<file path="config.mk">
export PLATFORM = sky130hd
export DESIGN_NAME = pwm_sequencer
export DESIGN_NICKNAME = d
export VERILOG_FILES = /design/src/rtl/pwm_sequencer.sv
export SDC_FILE = /design/constraint.sdc
export NUM_CORES = 1
export LEC_CHECK = 0
export ABC_CLOCK_PERIOD_IN_PS = 4600
export CORE_MARGIN = 3
export CORE_UTILIZATION = 55
export CTS_CLUSTER_DIAMETER = 150
export CTS_CLUSTER_SIZE = 14
export DETAILED_ROUTE_END_ITERATION = 10
export PLACE_DENSITY_LB_ADDON = 0.1
export SYNTH_ARGS = -nofsm -noshare
export SYNTH_HDL_FRONTEND = slang
export SYNTH_SLANG_ARGS = --single-unit
</file>
<file path="constraint.sdc">
create_clock -name MClk -period 4.6 [get_ports MClk]
set_input_delay 0.46 -clock MClk [delete_from_list [all_inputs] [get_ports MClk]]
set_output_delay 0.46 -clock MClk [all_outputs]
set_load 0.005 [all_outputs]
</file>
<file path="src/rtl/pwm_sequencer.sv">
// pwm_sequencer: run/stop and configuration controller for one PWM channel.
// Owns the period counter and the duty compare. New period/duty pairs are
// accepted over a valid/ready handshake. They take effect only at period
// boundaries, so the output never glitches. On stop, the current period is
// finished before the block idles.
//
// Ports:
//   MClk        system clock, rising edge
//   Reset_n     asynchronous active-low reset
//   Run         level: 1 = generate PWM, 0 = stop at end of current period
//   CfgValid    config word offered
//   CfgReady    config word can be accepted (low while a pending word waits)
//   CfgPeriod   period minus one
//   CfgDuty     high cycles per period
//   PwmOut      registered PWM output
//   PeriodStart pulse on the first cycle (Count==0) of every period
//   Busy        high while running or draining
module pwm_sequencer #(
    parameter int unsigned WIDTH = 16
) (
    input  logic             MClk,
    input  logic             Reset_n,
    input  logic             Run,
    input  logic             CfgValid,
    output logic             CfgReady,
    input  logic [WIDTH-1:0] CfgPeriod,
    input  logic [WIDTH-1:0] CfgDuty,
    output logic             PwmOut,
    output logic             PeriodStart,
    output logic             Busy
);

    typedef enum logic [1:0] {StIdle, StRun, StDrain} state_e;

    localparam logic [WIDTH-1:0] One = {{(WIDTH-1){1'b0}}, 1'b1};

    state_e           state_q, state_d;
    logic [WIDTH-1:0] count_q, count_d;
    logic [WIDTH-1:0] act_period_q, act_period_d;
    logic [WIDTH-1:0] act_duty_q, act_duty_d;
    logic [WIDTH-1:0] pend_period_q, pend_period_d;
    logic [WIDTH-1:0] pend_duty_q, pend_duty_d;
    logic             loaded_q, loaded_d;
    logic             pend_full_q, pend_full_d;
    logic             pwm_q, pwm_d;

    logic xfer;
    logic active;
    logic boundary;

    assign xfer     = CfgValid & ~pend_full_q;
    assign active   = (state_q != StIdle);
    assign boundary = active & (count_q == act_period_q);

    // State register
    always_ff @(posedge MClk or negedge Reset_n) begin
        if (!Reset_n) begin
            state_q <= StIdle;
        end else begin
            state_q <= state_d;
        end
    end

    // Next-state logic. Stop requests are honoured only on the boundary cycle,
    // so the period in flight always completes.
    always_comb begin
        state_d = state_q;
        unique case (state_q)
            StIdle: begin
                if (Run && (loaded_q || xfer)) begin
                    state_d = StRun;
                end
            end
            StRun, StDrain: begin
                if (Run) begin
                    state_d = StRun;
                end else if (boundary) begin
                    state_d = StIdle;
                end else begin
                    state_d = StDrain;
                end
            end
            default: state_d = StIdle;
        endcase
    end

    // Counter and configuration next-state
    always_comb begin
        count_d       = '0;
        act_period_d  = act_period_q;
        act_duty_d    = act_duty_q;
        pend_period_d = pend_period_q;
        pend_duty_d   = pend_duty_q;
        loaded_d      = loaded_q;
        pend_full_d   = pend_full_q;

        if (!active) begin
            // Idle: config goes straight to the active set
            if (xfer) begin
                act_period_d = CfgPeriod;
                act_duty_d   = CfgDuty;
                loaded_d     = 1'b1;
            end
        end else if (boundary) begin
            // Pending takes priority; xfer cannot happen while it is full
            if (pend_full_q) begin
                act_period_d = pend_period_q;
                act_duty_d   = pend_duty_q;
                pend_full_d  = 1'b0;
            end else if (xfer) begin
                act_period_d = CfgPeriod;
                act_duty_d   = CfgDuty;
            end
        end else begin
            count_d = count_q + One;
            if (xfer) begin
                pend_period_d = CfgPeriod;
                pend_duty_d   = CfgDuty;
                pend_full_d   = 1'b1;
            end
        end
    end

    // Compare against the values that will govern the next cycle so PwmOut
    // lines up with Count, including the first cycle after a config swap.
    always_comb begin
        pwm_d = (state_d != StIdle) && (count_d < act_duty_d);
    end

    always_ff @(posedge MClk or negedge Reset_n) begin
        if (!Reset_n) begin
            count_q       <= '0;
            act_period_q  <= '0;
            act_duty_q    <= '0;
            pend_period_q <= '0;
            pend_duty_q   <= '0;
            loaded_q      <= 1'b0;
            pend_full_q   <= 1'b0;
            pwm_q         <= 1'b0;
        end else begin
            count_q       <= count_d;
            act_period_q  <= act_period_d;
            act_duty_q    <= act_duty_d;
            pend_period_q <= pend_period_d;
            pend_duty_q   <= pend_duty_d;
            loaded_q      <= loaded_d;
            pend_full_q   <= pend_full_d;
            pwm_q         <= pwm_d;
        end
    end

    // Outputs
    always_comb begin
        PwmOut      = pwm_q;
        PeriodStart = active && (count_q == '0);
        Busy        = active;
        CfgReady    = ~pend_full_q;
    end

endmodule
</file>
# Word level (Yosys, flattened, before mapping)
# Cells that the tools add are included.
dict set report totals {
  word_cells 49
  output_inout_bits 4
  regBits 85
  inputBits 36
}
dict set report op_classes {
  n_lt_le_gt_ge 1
  n_addsub 1
  muxes 16
  bitwise_logic 5
  n_reduce_logical 13
  eq_ne 4
}
# op count
set op_table {}
lappend op_table {{$mux W16} 10}
lappend op_table {{$add A16 B1 Y16 const B} 1}
lappend op_table {{$eq A16 B16 Y1} 1}
lappend op_table {{$logic_not A16 Y1} 1}
lappend op_table {{$lt A16 B16 Y1} 1}
lappend op_table {{$mux W2} 3}
lappend op_table {{$reduce_bool A2 Y1} 3}
lappend op_table {{$pmux W2 S2} 1}
lappend op_table {{$reduce_and A2 Y1} 2}
lappend op_table {{$logic_and A1 B1 Y1} 3}
lappend op_table {{$not A1 Y1} 3}
lappend op_table {{$reduce_and A3 Y1} 1}
lappend op_table {{$and A1 B1 Y1} 2}
lappend op_table {{$eq A2 B1 Y1 const B} 1}
lappend op_table {{$eq A2 B2 Y1 const B} 1}
lappend op_table {{$logic_not A2 Y1} 1}
lappend op_table {{$mux W1} 2}
lappend op_table {{$ne A2 B1 Y1 const B} 1}
lappend op_table {{$reduce_or A2 Y1} 1}
lappend op_table {{$logic_or A1 B1 Y1} 1}

# Depth between registers and ports, before layout
dict set report depth {
  word_depth 8
  mapped_depth 14
  mapped_depth_nobuf 13
}

# Worst setup path before layout
# OpenSTA, ideal clock, no wires.
dict set report synth_path {
  path_kind {flip-flop to flip-flop}
  from {register count_q[0]}
  to {register pwm_q (netlist: PwmOut)}
  path_slack_ps 1399
  arrival_ps 3079
  n_path_buf 2
  path_stages_with_launch 14
  setup_time_ps 122
  required_ps 4478
  period_less_slack_ps 3201
  path_cell_list {dfrtp_1 > buf_2 > xnor2_1 > nand4_1 > or4_4 > nor2_4 > buf_2 > a221oi_1 > ha_1 > nor4_1 > o211ai_1 > a311oi_1 > o21ai_0 > a2111oi_1}
}
dict set report synth_between {
  elab_chain_cells 7
  elab_cells_between_ends 13
  classes_between {1 x add/sub; 1 x order compare; 1 x eq/ne; 7 x mux; 1 x bitwise; 2 x reduce/logical}
}
# element line
set synth_lines {}
lappend synth_lines {{start: declaration} 38} ;# logic [WIDTH-1:0] count_q, count_d;
lappend synth_lines {{start signal: assignment} 141} ;# count_q <= count_d;
lappend synth_lines {{parallel branches: the longest is 6 deep, another holds $add A16 B1 Y16} n/a}
lappend synth_lines {{$logic_and A1 B1 Y1 (*)} 127} ;# pwm_d = (state_d != StIdle) && (count_d < act_duty_d);
lappend synth_lines {{via pwm_d} 45} ;# logic pwm_q, pwm_d;
lappend synth_lines {{end signal: assignment} 148} ;# pwm_q <= pwm_d;
lappend synth_lines {{end: declaration} 45}
# Mark *: on every way through the listed nets, which the timed path passes.
# A chain may end at the register's enable or synchronous reset.

# Worst setup path in the final report
dict set report layout_path {
  from {register count_q[10]}
  to {register pwm_q (netlist: PwmOut)}
}
# Same word-level chain as after synthesis.

==> impl_results.md <==
- Outcome: finished, final reports clean
- Vias: between 3k and 4k
- Clock Tree Buf Depth: 2
- PwrDens: about 520 nW/um^2
- Clock root buffer: clkbuf_8
- Design Area, Final: 5050 um^2
- Crit Path Class: reg2reg
- Final setup violation count: 0
- EDFF count, synth: 0
- Synth Warn #: 0
- Max VDD drop: 0.000250 V
- Die area: 9140 um^2
- CTS sink cnt: 85
- CP max stage cell: o41ai_4
- Drt total wl: 9.46 mm
- RSZ-0062 raised after global routing: no
- Max stage delay on crit path: ~0.8 ns
- Crit Reg-Reg Startpoint: count_q[10]$_DFF_PN0_
- Post-cts gate resize count: 0
- DRT iter0 DRCs: ~200
- Core Region: 7770 um^2
- Gpl congestion: 0.855
- Crit path time final: 3.85 ns
- Sequential fraction of the synthesis area: 0.482
- Asr flop ratio synth: 1.00
- Clk_skew: 0.0132 ns
- DRT Pass-1 Iters: 4
- Worst-skew pair later-pin latency: 0.36 ns
- Crit path max fanout: 39
- Final #Nets: ~460
- I/O Pins: 40
- Arrival time at the worst endpoint: 4.08 ns
- Seq cells post-synth: 85
- Final Hold Fails: 0
- Largest net degree at the start of global routing: 86
- Avg WL per Cell: 18.3 um
- Post-detailed-route count of antenna-violating nets: 0
- Fraction of layout cells with a size suffix above 1: 0.0725
- Post-route setup TNS: 0 ns
- Area Growth Syn to Fin: 14.3%
- Slew @ Worst Pin: 1.05 ns
- TritonCTS clock tree: done
- Grt total ovfl: 0
- Routed vias/inst: 6.08
- Vias in the first global route: 3,158
- Port-buffer cells: 39
- Netlist Area Pre-Place: 4420 um^2
- Die Ht: 95.6 um
- H-tree depth: 3
- DP Wirelength: 6.60 mm
- Site Rows: 32
- Yosys cell types: 47
- FF-to-FF End: PwmOut$_DFF_PN0_
- Synth Net Count: 430
- Cells after Synth: 375
- DRC: 0
- R2R cell count: 12
- Clk slew on worst S/H paths: 0.09 ns
- Setup crit end: PwmOut$_DFF_PN0_
- Leak: roughly 2.2 nW
- Post-CTS setup buffers: 0
- CP Capture Type: flip-flop
- First-pass GRT wire length: 15.5 mm
- R2R Setup Slk: around 0.75 ns
- Syn Area/Cell: ~12 um^2
- CP required: 4.83 ns
- Hold Slack: 0.265 ns
- Global-route usage over all layers: 0.222
- CP cell instances: xnor2_1 > nand4_2 > o41ai_4 > buf_12 > and3_1 > a221oi_1 > ha_1 > nor4_1 > o211ai_1 > a311oi_1 > o21ai_0 > a2111oi_1
- CTS buffer count: 9
- Type of origin of the critical path: flip-flop
- Maxcap violations: 0
- Slew HR: 0.303
- Initial antenna violation count: 0
- Hold buffers post-CTS: 0
- Max Clk Rate: ~260 MHz
- Period utilization: 0.837
- Die W: around 96 um
- # diodes: 0
- Worst hold path class: in2async
- Final Util: 0.650
- Main synth FF type: dfrtp_1
- Max-slew violation count: 0
- Launch point of the worst path: count_q[10]$_DFF_PN0_
- Placed cell area: 4860 um^2
- Initial Util: 0.568
registers in the layout, indices dropped and copies added (netlist names):
name           flops
pend_full_q        1
loaded_q           1
pend_period_q     16
PwmOut             1
pend_duty_q       16
state_q            2
act_period_q      16
count_q           16
act_duty_q        16
worst min-delay path by stage:
stage / startpoint / to / slack, ns
2_1_floorplan: Reset_n / PwmOut$_DFF_PN0_ / 0.16
3_3_place_gp: loaded_q$_DFFE_PN0P_ / loaded_q$_DFFE_PN0P_ / 0.44
3_5_place_dp: loaded_q$_DFFE_PN0P_ / loaded_q$_DFFE_PN0P_ / 0.45
4_1_cts: Reset_n / pend_period_q[13]$_DFFE_PN0P_ / 0.34
5_1_grt: Reset_n / pend_period_q[13]$_DFFE_PN0P_ / 0.35
6_report: Reset_n / pend_period_q[13]$_DFFE_PN0P_ / 0.27
kinds of logic after synthesis:
| group | after synthesis | synth area share |
|---|---|---|
| adder cells (fa/ha/maj) | 19 | 0.0538 |
| multiplexers | 37 | 0.0929 |
| AND/OR/NAND/NOR | 89 | 0.118 |
| AO/OA/AOI/OAI | 86 | 0.156 |
| XOR/XNOR | 30 | 0.0612 |
| buffers and inverters | 29 | 0.0357 |
| flip-flops | 85 | 0.482 |
per-stage QoR:
step / std cells / power [mW] / worst slack [ns]
finish: 516 / 2.63 / 0.750
global route: 516 / 2.82 / 0.516
CTS: 516 / 2.65 / 0.785
detailed placement: 500 / 2.16 / 0.817
global placement: 500 / 2.13 / 0.982
floorplan: 375 / 1.86 / 1.40
routing by layer:
metal / track usage / wire (um) / vias up
met4: 0.0829 / 199 / 0
li1: - / - / 1503
met1: 0.299 / 4350 / 1562
met5: 0 / 0 / -
met3: 0.0371 / 315 / 19
met2: 0.360 / 4590 / 51
critical path: cells and delay by family (launching register included):
family                     cells  cell delay, ns
adders and majority gates      1            0.24
xor gates and xnor gates       1            0.26
AOI/OAI and AO/OA              6            1.72
DFF                            1            0.45
and+or+nand+nor                3            0.76
buffers and inverters          1            0.29
layout by cell type (no fill, tap or decap), types with 2 or more instances in the layout:
cell type,n
o21ai_0,4
and3_1,22
clkdlybuf4s50_1,38
clkinvlp_4,2
nor4_1,4
mux2_1,32
nor3_1,2
nor2b_1,4
nand3_1,8
nand3b_1,2
xor2_1,7
inv_1,8
o211ai_1,2
xnor2_1,22
a2bb2oi_1,16
nand4_1,7
clkbuf_8,10
nor2_1,18
o221a_1,2
a21o_1,3
mux2i_1,5
o221ai_1,2
ha_1,19
inv_6,2
and4_1,2
and2_1,3
dfrtp_1,85
a221o_1,13
a21oi_1,7
nand2_1,10
buf_4,5
a221oi_1,13
o22ai_1,17
synth_stat cells (2+ instances only):
cell,number,area [um^2]
buf_2,9,45.0
xor2_1,7,61.3
inv_1,8,30.0
o211ai_1,2,15.0
xnor2_1,22,193
and4_1,2,17.5
o221ai_1,2,17.5
dfrtp_1,85,2130
a21o_1,3,22.5
mux2_1,32,360
nand4_1,7,43.8
a221oi_1,13,114
nand2_1,10,37.5
and2_1,3,18.8
a221o_1,13,130
ha_1,19,238
o21ai_0,4,20.0
buf_6,4,45.0
nor2b_1,4,25.0
nor4_1,4,25.0
a21oi_1,7,35.0
buf_4,2,15.0
a2bb2oi_1,16,140
nor3_1,2,10.0
and3_1,22,138
nand3b_1,2,15.0
nor2_1,18,67.6
nand3_1,8,40.0
clkbuf_1,6,22.5
o22ai_1,17,106
mux2i_1,5,50.1
o221a_1,2,22.5
cell type report:
cell class | instances | area [um^2]
clock buffers | 10 | 138
fillers | 615 | 2720
clock inverters | 6 | 46.3
well taps | 102 | 128
multi-input cells | 261 | 2140
inverters | 8 | 30.0
flip-flops and latches | 85 | 2130
repair buffers | 44 | 438
power breakdown:
part	switching [mW]	internal, mW	leakage [nW]
sequential	0.195	0.990	1.07
combinational	0.483	0.471	1.09
clock	0.281	0.215	0.0893
Note: power is estimated with default switching activity, not from simulation.
